<file path="src/rtl/seg7_pkg.sv">
// Shared glyph codes, display modes and helpers for the seven-segment scan controller.
package seg7_pkg;

  localparam int unsigned GLYPH_W = 5;

  typedef logic [GLYPH_W-1:0] glyph_t;

  localparam glyph_t GLYPH_F     = 5'd15;
  localparam glyph_t GLYPH_BLANK = 5'd16;
  localparam glyph_t GLYPH_DASH  = 5'd17;

  typedef enum logic [1:0] {
    MODE_STATUS    = 2'd0,
    MODE_COLOR     = 2'd1,
    MODE_FRAME_BIN = 2'd2,
    MODE_FRAME_HEX = 2'd3
  } mode_e;

  // Hex nibble to glyph code.
  function automatic glyph_t nib_glyph(input logic [3:0] nib);
    return glyph_t'(nib);
  endfunction

endpackage

</file>
<file path="src/rtl/seg7_glyph_decoder.sv">
// Glyph code to active-high {g,f,e,d,c,b,a} segment pattern; blank and unknown codes light nothing.
module seg7_glyph_decoder
  import seg7_pkg::*;
(
  input  glyph_t     glyph,
  output logic [6:0] pattern_c
);

  always_comb begin
    pattern_c = 7'h00;
    case (glyph)
      5'd0:       pattern_c = 7'h3F;
      5'd1:       pattern_c = 7'h06;
      5'd2:       pattern_c = 7'h5B;
      5'd3:       pattern_c = 7'h4F;
      5'd4:       pattern_c = 7'h66;
      5'd5:       pattern_c = 7'h6D;
      5'd6:       pattern_c = 7'h7D;
      5'd7:       pattern_c = 7'h07;
      5'd8:       pattern_c = 7'h7F;
      5'd9:       pattern_c = 7'h6F;
      5'd10:      pattern_c = 7'h77;
      5'd11:      pattern_c = 7'h7C;
      5'd12:      pattern_c = 7'h39;
      5'd13:      pattern_c = 7'h5E;
      5'd14:      pattern_c = 7'h79;
      5'd15:      pattern_c = 7'h71;
      GLYPH_DASH: pattern_c = 7'h40;
      default:    pattern_c = 7'h00;
    endcase
  end

endmodule

</file>
<file path="src/rtl/seg7_scan_display.sv">
// Multiplexed seven-segment controller: composes a glyph buffer from status, colour or
// received-frame data, latches it at scan-frame boundaries and drives anode/segment/dot pins.
module seg7_scan_display
  import seg7_pkg::*;
#(
  parameter int unsigned N_DIGITS     = 8,
  parameter int unsigned N_CH         = 4,
  parameter int unsigned CH_W         = 24,
  parameter int unsigned SCAN_DIV     = 100000,
  parameter int unsigned BLINK_FRAMES = 64,
  parameter int unsigned ACTIVE_LOW   = 1
) (
  input  logic                     clk,
  input  logic                     rst,
  input  logic [1:0]               mode,
  input  logic [$clog2(N_CH)-1:0]  channel,
  input  logic                     sel_reg,
  input  logic [N_CH*CH_W-1:0]     ch_data,
  input  logic [N_CH*CH_W-1:0]     reg_data,
  input  logic                     fault,
  input  logic                     frame_valid,
  input  logic [7:0]               frame,
  input  logic                     frame_clr,
  output logic [N_DIGITS-1:0]      an,
  output logic [6:0]               seg,
  output logic                     dp,
  output logic                     frame_tick
);

  localparam int unsigned IDX_W    = $clog2(N_DIGITS);
  localparam int unsigned CH_SEL_W = $clog2(N_CH);
  localparam int unsigned PRE_W    = (SCAN_DIV > 1) ? $clog2(SCAN_DIV) : 1;
  localparam int unsigned BLK_W    = (BLINK_FRAMES > 1) ? $clog2(BLINK_FRAMES) : 1;
  localparam int unsigned NIBBLES  = CH_W / 4;
  localparam logic        INV      = (ACTIVE_LOW != 0);

  logic [PRE_W-1:0]    prescaler;
  logic [IDX_W-1:0]    index;
  logic [BLK_W-1:0]    blink_cnt;
  logic                blink_phase;
  glyph_t              disp_buf [N_DIGITS];
  logic [N_DIGITS-1:0] disp_dp;
  logic                frame_seen;
  logic [7:0]          frame_q;

  glyph_t              next_buf [N_DIGITS];
  logic [N_DIGITS-1:0] next_dp;
  logic [CH_W-1:0]     word_c;
  glyph_t              ch_glyph_c;
  glyph_t              cur_glyph_c;
  logic [6:0]          pattern_c;
  logic [N_DIGITS-1:0] an_c;
  logic                pre_wrap_c;
  logic                last_digit_c;
  logic                boundary_c;

  assign pre_wrap_c   = (prescaler == PRE_W'(SCAN_DIV - 1));
  assign last_digit_c = (index == IDX_W'(N_DIGITS - 1));
  assign boundary_c   = pre_wrap_c && last_digit_c;
  assign ch_glyph_c   = nib_glyph(4'(channel));

  // Selected channel word; live or registered copy.
  always_comb begin
    word_c = '0;
    for (int k = 0; k < int'(N_CH); k++) begin
      if (channel == CH_SEL_W'(k)) begin
        word_c = sel_reg ? reg_data[k*CH_W +: CH_W] : ch_data[k*CH_W +: CH_W];
      end
    end
  end

  // Next displayed frame, taken up only at a frame boundary.
  always_comb begin
    for (int i = 0; i < int'(N_DIGITS); i++) begin
      next_buf[i] = GLYPH_BLANK;
    end
    next_dp = '0;
    case (mode_e'(mode))
      MODE_STATUS: begin
        next_buf[0] = ch_glyph_c;
        if (fault && blink_phase) begin
          next_buf[N_DIGITS-1] = GLYPH_F;
        end
      end
      MODE_COLOR: begin
        next_buf[0] = ch_glyph_c;
        for (int i = 0; i < int'(NIBBLES); i++) begin
          next_buf[2+i] = nib_glyph(word_c[4*i +: 4]);
        end
        next_dp[2] = sel_reg;
      end
      MODE_FRAME_BIN: begin
        for (int i = 0; i < int'(N_DIGITS); i++) begin
          if (!frame_seen) begin
            next_buf[i] = GLYPH_DASH;
          end else if (i < 8) begin
            next_buf[i] = glyph_t'(frame_q[3'(i)]);
          end
        end
      end
      MODE_FRAME_HEX: begin
        if (frame_seen) begin
          next_buf[0] = nib_glyph(frame_q[3:0]);
          next_buf[1] = nib_glyph(frame_q[7:4]);
        end else begin
          next_buf[0] = GLYPH_DASH;
          next_buf[1] = GLYPH_DASH;
        end
      end
      default: ;
    endcase
  end

  // Digit scan, frame latch and blink timing.
  always_ff @(posedge clk or posedge rst) begin
    if (rst) begin
      prescaler   <= '0;
      index       <= '0;
      blink_cnt   <= '0;
      blink_phase <= 1'b0;
      disp_dp     <= '0;
      for (int i = 0; i < int'(N_DIGITS); i++) begin
        disp_buf[i] <= GLYPH_BLANK;
      end
    end else begin
      if (pre_wrap_c) begin
        prescaler <= '0;
        index     <= last_digit_c ? '0 : index + IDX_W'(1);
      end else begin
        prescaler <= prescaler + PRE_W'(1);
      end
      if (boundary_c) begin
        disp_buf <= next_buf;
        disp_dp  <= next_dp;
        if (blink_cnt == BLK_W'(BLINK_FRAMES - 1)) begin
          blink_cnt   <= '0;
          blink_phase <= ~blink_phase;
        end else begin
          blink_cnt <= blink_cnt + BLK_W'(1);
        end
      end
    end
  end

  // Received frame store; a simultaneous valid overrides the clear.
  always_ff @(posedge clk or posedge rst) begin
    if (rst) begin
      frame_seen <= 1'b0;
      frame_q    <= '0;
    end else if (frame_valid) begin
      frame_seen <= 1'b1;
      frame_q    <= frame;
    end else if (frame_clr) begin
      frame_seen <= 1'b0;
    end
  end

  assign cur_glyph_c = disp_buf[index];
  assign an_c        = N_DIGITS'(1) << index;

  seg7_glyph_decoder u_decoder (
    .glyph     (cur_glyph_c),
    .pattern_c (pattern_c)
  );

  // Pin drivers with polarity applied.
  always_ff @(posedge clk or posedge rst) begin
    if (rst) begin
      an         <= {N_DIGITS{INV}};
      seg        <= {7{INV}};
      dp         <= INV;
      frame_tick <= 1'b0;
    end else begin
      an         <= an_c ^ {N_DIGITS{INV}};
      seg        <= pattern_c ^ {7{INV}};
      dp         <= disp_dp[index] ^ INV;
      frame_tick <= boundary_c;
    end
  end

endmodule
</file>
<file path="config.mk">
export PLATFORM = sky130hd
export DESIGN_NAME = seg7_scan_display
export DESIGN_NICKNAME = d
export VERILOG_FILES = /design/src/rtl/seg7_pkg.sv /design/src/rtl/seg7_glyph_decoder.sv /design/src/rtl/seg7_scan_display.sv
export SDC_FILE = /design/constraint.sdc
export NUM_CORES = 1
export LEC_CHECK = 0
export ABC_AREA = 1
export CORE_MARGIN = 3
export CORE_UTILIZATION = 44
export DETAILED_ROUTE_END_ITERATION = 8
export DONT_BUFFER_PORTS = 1
export SYNTH_ARGS = -nofsm -noshare
export SYNTH_HDL_FRONTEND = slang
export SYNTH_SLANG_ARGS = --single-unit
</file>
<file path="constraint.sdc">
create_clock -name clk -period 6.2 [get_ports clk]
set_input_delay 0.62 -clock clk [delete_from_list [all_inputs] [get_ports clk]]
set_output_delay 0.62 -clock clk [all_outputs]
set_load 0.01 [all_outputs]
</file>
==> results_dict.tcl, run 1 <==
set metrics [dict create \
    status "complete, no violations" \
    clk_path_buf_depth 2 \
    cts.clk_slew.worst_paths_ns 0.06 \
    row_count 43 \
    final-max-slew-violation-count 0 \
    grt_use_met3_pct 5.00 \
    power.density_cell_area_nw_per_um2 193 \
    mostFrequentLayoutCell "nand2_1" \
    htree_num_levels 3 \
    use_met2_pct 42.1 \
    detail_route.first_pass.iterations 5 \
    nFillCells 1530 \
    postRouteWirelength_mm 20.1 \
    cts_made_buffers 9 \
    grt_max_degree 98 \
    critical_path.top_delay_family "flip-flops" \
    crit_top_cell "ha_1" \
    syn_area_um2 6330 \
    port_buffers 0 \
    place_ws_ns 3.76 \
    finalSetupViolations 0 \
    timing_worst_slew_pin_value_ns 1.09 \
    die_x_um 126 \
    clock_insertion_delay_worst_skew_ns 0.34 \
    use_met1_pct 32.8 \
    ratio_of_cells_with_drive_above_1_in_the_final_layout_pct 7.49 \
    antenna_found_initial 2 \
    grt_busiest_layer "met2" \
    worst_clock_skew_ns 0.00680 \
    worst_path_largest_cell_delay_ns 0.65 \
    dr.first_iter.drc_count 452 \
    setup-tns-final_ns 0 \
    avgSynthCellArea_um2 6.61 \
    synthesized_instance_count 958 \
    mostFrequentLayoutCells "nand2_1, nand3_1, inv_1, dfrtp_1, o21ai_0" \
    path_cells "ha_1 -> ha_1 -> nand3_4 -> clkinv_2 -> o21ai_0 -> inv_1" \
    floorplan.die_area_um2 15900 \
    period_needed_ns 2.42 \
    hold_viol_final 0 \
    vias_per_cell 5.44 \
    detailed_place_hpwl_mm 15.7 \
    clock-sinks 90 \
    crit_path_start_kind "flip-flop" \
    ctsResizeCount 0 \
    worstPathMaxFanout 29 \
    initial_core_util_pct 45.3 \
    timing.critical_path.to_type "flip-flop" \
    core-area_um2 14000 \
    ys_async_sr_fraction_pct 100 \
    fmax_mhz 413 \
    number_of_flops_mapped_to_enable_cells_by_yosys 0 \
    net-switching-power_w 0.000315 \
    global_route.usage.total_pct 25.2 \
    postLayoutSetupSlackWorst_ns 3.78 \
    power.combinational.fraction_pct 10.1 \
    timing.setup.critical_path_class "reg2reg" \
    ys_seq_area_share_pct 36.0 \
    ctsRootBufferMaster "clkbuf_16" \
    grt_pass1_vias 5997 \
    critical_path.slowest_cell "dfrtp_1" \
    ys_types 35 \
    synthesis.yosys.warnings 0 \
    relSlewSlack_pct 27.4 \
    cts_hold_buffers 0 \
    area.growth.synth_to_final_pct 5.22 \
    global_route_wire_length_before_repair_mm 31.8 \
    unrepaired_setup_endpoints_after_global_routing "false" \
    synth-main-ff-cell "dfrtp_1" \
    ioPinCount 227 \
    die_h_um 126 \
    mappedNetlistNets 1186 \
    detail-route-antenna-nets 0 \
    netSwitchingFraction_pct 24.6 \
    maxCapViolations 0 \
    layout_worst_path_cycle_share_pct 39.1 \
    seq_power_share_pct 46.5 \
    setup.reg_to_reg.worst_slack_ns 3.78 \
    routabilityCongestion 0.890 \
    timing.critical_path.required_ns 6.43 \
    power.ir.vdd_worst_v 0.000125 \
    internal-power_w 0.000968 \
    clkPwrFrac_pct 43.4 \
    worstHoldPathType "in2async" \
    postCtsSetupBuffers 0 \
    overflow 0 \
    drc 0 \
    cts_tree "built" \
    cp_data_arrival_time_ns 2.65 \
    cp_num_buf_inv 2 \
    vias 6070 \
    wire_per_inst_um 18.0 \
    ys_ff_latch 90 \
    leak_pwr_nw 3.28 \
    fin_nets 1157 \
]
==> path summary, 6_finish.rpt <==
check | from | to | depth (start not counted)
max | index[0] | disp_buf[35] | 6
min | rst | frame_tick | 1
min in group clk | frame_valid | frame_q[1] | 1
min reg2reg | prescaler[0] | prescaler[0] | 1
max in group asynchronous | rst | prescaler[11] | 2
max reg2reg | index[0] | disp_buf[35] | 6
==> layout make-up <==
cell class	count	area (um^2)	share of cell area (%)
Sequential cell	90	2280	34.2
Timing Repair Buffer	3	22.5	0.338
Inverter	108	408	6.12
Tap cell	180	225	3.38
Antenna cell	2	5.00	0.0751
Clock inverter	5	51.3	0.770
Multi-Input combinational cell	717	3420	51.3
Clock buffer	11	254	3.81
==> per-layer routing <==
| layer | part of all wire (%) | vias up |
|---|---|---|
| met5 | 0.035 | - |
| met4 | 2.2 | 2 |
| met3 | 5.9 | 29 |
| met2 | 49 | 221 |
| met1 | 43 | 2824 |
| li1 | - | 2994 |
==> metrics by stage <==
step / power (W) / hold slack [ns] / area [um^2] / instances / util [%]
2_1_floorplan: 0.000712 / 0.403 / 6330 / 958 / -
3_3_place_gp: 0.000736 / 0.387 / 6350 / 1098 / 45.4
3_5_place_dp: 0.000737 / 0.388 / 6350 / 1098 / 45.4
4_1_cts: 0.00130 / 0.0164 / 6660 / 1114 / 47.6
5_1_grt: 0.00134 / 0.0281 / 6660 / 1115 / 47.6
6_report: 0.00128 / 0.0328 / 6660 / 1116 / 47.6
==> registers in the layout (all words and copies together) (netlist names), 3 cells and up <==
register and cells:
frame_q 8, prescaler 17, an 8, disp_buf 36
seg 7, blink_cnt 6, index 3
==> Yosys cell counts, types with 9 or more instances <==
library cell	count	area, um^2
ha_1	18	225
nand2_1	339	1270
nand4_1	11	68.8
buf_2	27	135
a21oi_1	26	130
o211ai_1	15	113
nor2_1	63	236
clkbuf_1	10	37.5
inv_1	100	375
o21ai_0	66	330
nand3_1	115	576
dfstp_2	20	526
nor3_1	9	45.0
dfrtp_1	70	1750
xor2_1	11	96.3
==> logic make-up after synthesis <==
logic type	Yosys count	share of synthesized area, %
adders and majority gates	18	3.56
buffers and inverters	151	10.0
AOI/OAI and AO/OA	124	10.9
and+or+nand+nor	561	37.6
DFF	90	36.0
xor gates and xnor gates	14	1.94
==> power by group through the flow <==
stage	Combinational (W)	Clock (W)	Sequential [W]
finish	0.000129	0.000558	0.000597
global route	0.000150	0.000590	0.000597
detailed placement	0.000130	0	0.000607
CTS	0.000130	0.000575	0.000596
global placement	0.000129	0	0.000607
floorplan	0.000107	0	0.000605
Power figures use the tool's default switching activity.
==> run 2: changes to the inputs <==
--- a/config.mk
+++ b/config.mk
@@ -5,7 +5,7 @@
 export SDC_FILE = /design/constraint.sdc
 export NUM_CORES = 1
 export LEC_CHECK = 0
-export ABC_AREA = 1
+export ABC_AREA = 0
 export CORE_MARGIN = 3
 export CORE_UTILIZATION = 44
 export DETAILED_ROUTE_END_ITERATION = 8
==> constraint.sdc (replaced) <==
create_clock -name clk -period 2.4 [get_ports clk]
set_input_delay 0.24 -clock clk [delete_from_list [all_inputs] [get_ports clk]]
set_output_delay 0.24 -clock clk [all_outputs]
set_load 0.01 [all_outputs]
==> run 2 against run 1 <==
Compared with the run above:
- first-iteration DRC count fell by 46%
- synthesized cell count fell by 49%
- critical path depth fell by 1
- critical path type unchanged
- combinational power rose by 130%
==> results_dict.tcl, run 2 <==
set metrics [dict create \
    htree_num_levels 3 \
    internal-power_w 0.00268 \
    die_h_um 120 \
    nFillCells 1133 \
    clk_path_buf_depth 2 \
    clock-sinks 90 \
    largest_register_ff_count 36 \
    mostFrequentLayoutCells "dfrtp_1, nand2_1, mux4_2, o21ai_0, mux2i_1" \
    grt_pass1_vias 4202 \
    final-max-slew-violation-count 0 \
    die_x_um 120 \
    ys_ff_latch 90 \
    finish.utilization_pct 50.3 \
    synthMostInstantiatedCell "dfrtp_1" \
    ioPinCount 227 \
    cts_made_buffers 9 \
    fmax_mhz 461 \
    vias 3918 \
    ys_seq_area_share_pct 40.1 \
    number_of_flops_mapped_to_enable_cells_by_yosys 0 \
    power.ir.vdd_worst_v 0.000364 \
    layout_top_registers "disp_buf x36, prescaler x17" \
    overflow 0 \
    initial_core_util_pct 46.1 \
    ctsRootBufferMaster "clkbuf_16" \
    detail_route.first_pass.iterations 4 \
    period_needed_ns 2.17 \
    timing.critical_path.required_ns 2.62 \
    grt_max_degree 56 \
    area_share_of_the_largest_cell_type_after_synthesis_pct 30.9 \
    crit_path_start_kind "flip-flop" \
    power.total_w 0.00339 \
    drc 0 \
    hold-worst-slack_ns 0.0193 \
    mostFrequentLayoutCell "dfrtp_1" \
    worstHoldPathType "in2reg" \
    timing_worst_slew_pin_value_ns 0.650 \
    maxCapViolations 0 \
    global_route.usage.total_pct 21.7 \
    detail-route-antenna-nets 0 \
    leak_pwr_nw 2.49 \
    cts.clk_slew.worst_paths_ns 0.07 \
    clkPwrFrac_pct 45.2 \
    synth-main-ff-cell "dfrtp_1" \
    layout_worst_path_cycle_share_pct 90.4 \
    synthesized_instance_count 488 \
    port_buffers 0 \
    post_layout_instance_count_excluding_filler_cells 658 \
    seq_power_share_pct 45.9 \
    cts_tree "built" \
    dr.first_iter.drc_count 243 \
    syn_area_um2 5680 \
    vias_per_cell 5.95 \
    worstPathMaxFanout 54 \
    power.combinational.fraction_pct 8.9 \
    status "complete, no violations" \
    synth_common_cells "dfrtp_1, nand2_1, mux4_2" \
    area.growth.synth_to_final_pct 8.99 \
    synthesis.yosys.warnings 0 \
    cp_data_arrival_time_ns 2.39 \
    netSwitchingFraction_pct 21.1 \
    ys_async_sr_fraction_pct 100 \
    core-area_um2 12300 \
    fin_nets 708 \
    timing.reg2reg.worst_path_depth 5 \
    timing.critical_path.to_type "flip-flop" \
    unrepaired_setup_endpoints_after_global_routing "false" \
    wire_per_inst_um 23.4 \
    hold_viol_final 0 \
    relSlewSlack_pct 56.6 \
    timing.setup.critical_path_class "reg2reg" \
    finalSetupViolations 0 \
    ys_types 55 \
    synth_top_area_cell "dfrtp_1" \
    row_count 40 \
    worst_clock_skew_ns 0.00810 \
    place.detailed.instances 634 \
    ratio_of_cells_with_drive_above_1_in_the_final_layout_pct 27.0 \
    power.density_cell_area_nw_per_um2 548 \
    synth.top_cells.by_area "dfrtp_1, mux4_2, dfstp_2" \
    floorplan.die_area_um2 14300 \
    global_route_wire_length_before_repair_mm 23.8 \
    postCtsSetupBuffers 0 \
    setup-tns-final_ns 0 \
    postRouteWirelength_mm 15.4 \
    detailed_place_hpwl_mm 12.2 \
    hold_depth 1 \
    routabilityCongestion 0.904 \
    largest_reg_by_ff_count "disp_buf" \
    net-switching-power_w 0.000717 \
    mappedNetlistNets 716 \
    antenna_found_initial 7 \
    avgSynthCellArea_um2 11.6 \
    clock_insertion_delay_worst_skew_ns 0.34 \
]
==> run 2: changes by cell type after synthesis, sizes merged, moves of 24 or more <==
cell / delta
inv: -87
mux2i: +25
mux4: +51
nand2: -286
nand3: -94
nor2: -52
o21ai: -24
==> run 2: area by class of cell <==
type	instances	area, um^2	area share (%)
Clock inverter	5	86.3	1.40
Multi-Input combinational cell	345	3150	51.0
Clock buffer	11	243	3.92
Inverter	20	78.8	1.27
Sequential cell	90	2280	36.8
Tap cell	168	210	3.40
Timing Repair Buffer	14	125	2.02
Antenna cell	5	12.5	0.202
==> run 2: cells by family (layout without fill, tap and decap cells) <==
family          Yosys count  count (layout)  synth area share [%]
simple gates            130             130                  10.9
mux                      95              95                  28.4
flops                    90              90                  40.1
compound gates           85              85                  9.65
buf+inv                  53              50                  4.34
fa+ha+maj                18              18                  3.97
xor+xnor                 17              17                  2.62
other cells               0               5                     0
==> run 2: timing repair <==
| action | in CTS | in global routing |
|---|---|---|
| setup endpoints to repair | 0 | 3 |
| hold buffers | 3 | 0 |
| gates resized for setup | 0 | 1 |
| endpoints found under the hold margin | 21 | 0 |
==> run 2: path summary, 6_finish.rpt <==
| path | start | end | slack (ns) |
|---|---|---|---|
| setup reg to reg | prescaler[5] | blink_cnt[5] | 0.23 |
| max in group asynchronous | rst | disp_buf[4] | 1.19 |
| min in group asynchronous | rst | prescaler[15] | 0.48 |
| hold / removal | frame_valid | frame_seen | 0.02 |
| setup / recovery | prescaler[5] | blink_cnt[5] | 0.23 |
| hold reg to reg | disp_buf[39] | disp_buf[39] | 0.48 |
==> run 2: worst max-delay path, stage by stage, from the launching register on <==
cell,delay (ns)
dfrtp_1,0.43
or4b_1,0.55
nor3_2,0.23
nand3_2,0.12
buf_4,0.30
o41ai_1,0.42
==> run 2: layer usage <==
| metal | global-route usage, % | vias up | part of all wire [%] |
|---|---|---|---|
| li1 | - | 1795 | - |
| met1 | 27.8 | 1905 | 41 |
| met2 | 35.2 | 186 | 49 |
| met3 | 6.31 | 28 | 8.0 |
| met4 | 7.73 | 4 | 2.0 |
| met5 | 0 | - | 0.097 |
==> run 2: stage by stage <==
stage                     instance area, um^2  setup WS (ns)
final                                    6190          0.231
after CTS                                6170          0.142
after global routing                     6180         0.0530
after floorplan                          5680          0.164
after detailed placement                 5810          0.164
after global placement                   5810          0.248
==> run 2: power by group through the flow <==
stage	Sequential, W	Combinational [W]	Clock, W
final	0.00156	0.000302	0.00154
after global routing	0.00156	0.000333	0.00163
after CTS	0.00156	0.000308	0.00156
after detailed placement	0.00158	0.000302	0
after global placement	0.00158	0.000301	0
after floorplan	0.00157	0.000301	0
==> run 3: changes to the inputs <==
--- a/config.mk
+++ b/config.mk
@@ -10,6 +10,8 @@
 export CORE_UTILIZATION = 44
 export DETAILED_ROUTE_END_ITERATION = 8
 export DONT_BUFFER_PORTS = 1
+export PLACE_DENSITY = 0.67
 export SYNTH_ARGS = -nofsm -noshare
 export SYNTH_HDL_FRONTEND = slang
 export SYNTH_SLANG_ARGS = --single-unit
+export TNS_END_PERCENT = 5
==> run 3 against run 2 <==
Compared with the run above:
- design area shrank 1.1%
- via count increased by 0.56%
- utilization is 0.53 points lower
- sequential power about the same
- critical path type unchanged
- largest cell class unchanged
- largest power group unchanged
==> results_dict.tcl, run 3 (synthesis gave the netlist of run 2 again) <==
set metrics [dict create \
    area.growth.synth_to_final_pct 7.85 \
    timing.setup.critical_path_class "reg2reg" \
    clk_path_buf_depth 2 \
    die_x_um 120 \
    layout_worst_path_cycle_share_pct 94.2 \
    global_route_wire_length_before_repair_mm 23.5 \
    ioPinCount 227 \
    antennaDiodeCount 0 \
    cts_tree "built" \
    hold_depth 1 \
    routabilityCongestion 0.863 \
    die_h_um 120 \
    mostFrequentLayoutCell "dfrtp_1" \
    fin_nets 705 \
    grt_pass1_vias 4099 \
    status "complete, no violations" \
    timing.critical_path.required_ns 2.68 \
    clock_insertion_delay_worst_skew_ns 0.34 \
    nFillCells 1126 \
    wire_per_inst_um 23.7 \
    postLayoutSetupSlackWorst_ns 0.140 \
    timing.reg2reg.worst_path_depth 6 \
    maxCapViolations 0 \
    timing.critical_path.to_type "flip-flop" \
    core-area_um2 12300 \
    hold-worst-slack_ns 0.00448 \
    grt_max_degree 55 \
    vias 3940 \
    ratio_of_cells_with_drive_above_1_in_the_final_layout_pct 26.8 \
    mostFrequentLayoutCells "dfrtp_1, nand2_1, mux4_2, o21ai_0, mux2i_1" \
    postRouteWirelength_mm 15.4 \
    worstPathMaxFanout 10 \
    detail_route.first_pass.iterations 4 \
    vias_per_cell 6.06 \
    port_buffers 0 \
    detail-route-antenna-nets 0 \
    largest_reg_by_ff_count "disp_buf" \
    clock-sinks 90 \
    antenna_found_initial 7 \
    crit_path_start_kind "flip-flop" \
    initial_core_util_pct 46.1 \
    final-max-slew-violation-count 0 \
    multi_input_comb_area_um2 3150 \
    drc 0 \
    worstHoldPathType "in2reg" \
    leak_pwr_nw 2.46 \
    ctsRootBufferMaster "clkbuf_16" \
    dr.first_iter.drc_count 287 \
    finalSetupViolations 0 \
    cts.clk_slew.worst_paths_ns 0.07 \
    unrepaired_setup_endpoints_after_global_routing "false" \
    floorplan.die_area_um2 14300 \
    detailed_place_hpwl_mm 12.5 \
    place_ws_ns 0.178 \
    relSlewSlack_pct 51.3 \
    path_cells "mux4_2 -> mux2_2 -> inv_1 -> ha_1 -> a21oi_1 -> o22a_1" \
    timing_worst_slew_pin_value_ns 0.724 \
    place.detailed.instances 632 \
    power.ir.vdd_worst_v 0.000358 \
    hold_viol_final 0 \
    cts_made_buffers 9 \
    post_layout_instance_count_excluding_filler_cells 650 \
    worst_path_largest_cell_delay_ns 0.62 \
    htree_num_levels 3 \
    worst_clock_skew_ns 0.00825 \
    setup-tns-final_ns 0 \
    largest_register_ff_count 36 \
    power.density_cell_area_nw_per_um2 537 \
    overflow 0 \
    row_count 40 \
    final-seq-area_um2 2280 \
    period_needed_ns 2.26 \
    fmax_mhz 442 \
    cp_data_arrival_time_ns 2.54 \
    critical_path.slowest_cell "dfrtp_1" \
    global_route.usage.total_pct 21.5 \
    layout_top_registers "disp_buf x36, prescaler x17" \
]
==> run 3: final timing paths <==
kind / start / endpoint / slack [ns]
max: index[2] / seg[3] / 0.14
min reg2reg: prescaler[4] / prescaler[4] / 0.48
min in group asynchronous: rst / frame_q[5] / 0.33
min: frame_valid / frame_q[0] / 0.004
max in group asynchronous: rst / disp_buf[34] / 1.34
max reg2reg: index[2] / seg[3] / 0.14
==> run 3: stage by stage <==
step,total power (W),utilization (%),cell area [um^2]
after CTS,0.00331,49.7,6120
after floorplan,0.00187,-,5680
after detailed placement,0.00189,47.1,5800
after global placement,0.00188,47.1,5800
final,0.00329,49.7,6120
after global routing,0.00340,49.7,6120
==> run 3: area by class of cell <==
class / count / area share, %
multi-input combinational: 345 / 51.5
clock inverter: 7 / 1.27
clock buffer: 9 / 3.68
sequential: 90 / 37.2
inverter: 20 / 1.29
timing repair buffer: 11 / 1.63
tap: 168 / 3.43
==> run 3: timing repair <==
item,4_1_cts,5_1_grt
buffers inserted,0,0
hold endpoints to repair,11,0
setup endpoints to repair,0,0
gates resized for setup,0,0
hold buffers,2,0
==> run 3: critical path: cells and delay by family (launching register included) <==
kind | cells | cell delay, ns
adders and majority gates | 1 | 0.27
muxes | 2 | 0.88
buffers and inverters | 1 | 0.14
AOI/OAI and AO/OA | 2 | 0.28
DFF | 1 | 0.62
==> run 3: where the power goes <==
group / leakage (nW) / internal (W) / total (W) / switching [W]
sequential: 1.00 / 0.00154 / 0.00156 / 0.0000170
clock: 0.152 / 0.000818 / 0.00143 / 0.000616
combinational: 1.31 / 0.000189 / 0.000301 / 0.000112
==> run 3: metal layers <==
layer	vias up	wire length (um)	track usage [%]
li1	1790	-	-
met1	1942	5950	26.0
met2	168	7910	36.8
met3	28	1270	7.73
met4	12	200	5.30
met5	-	75	0
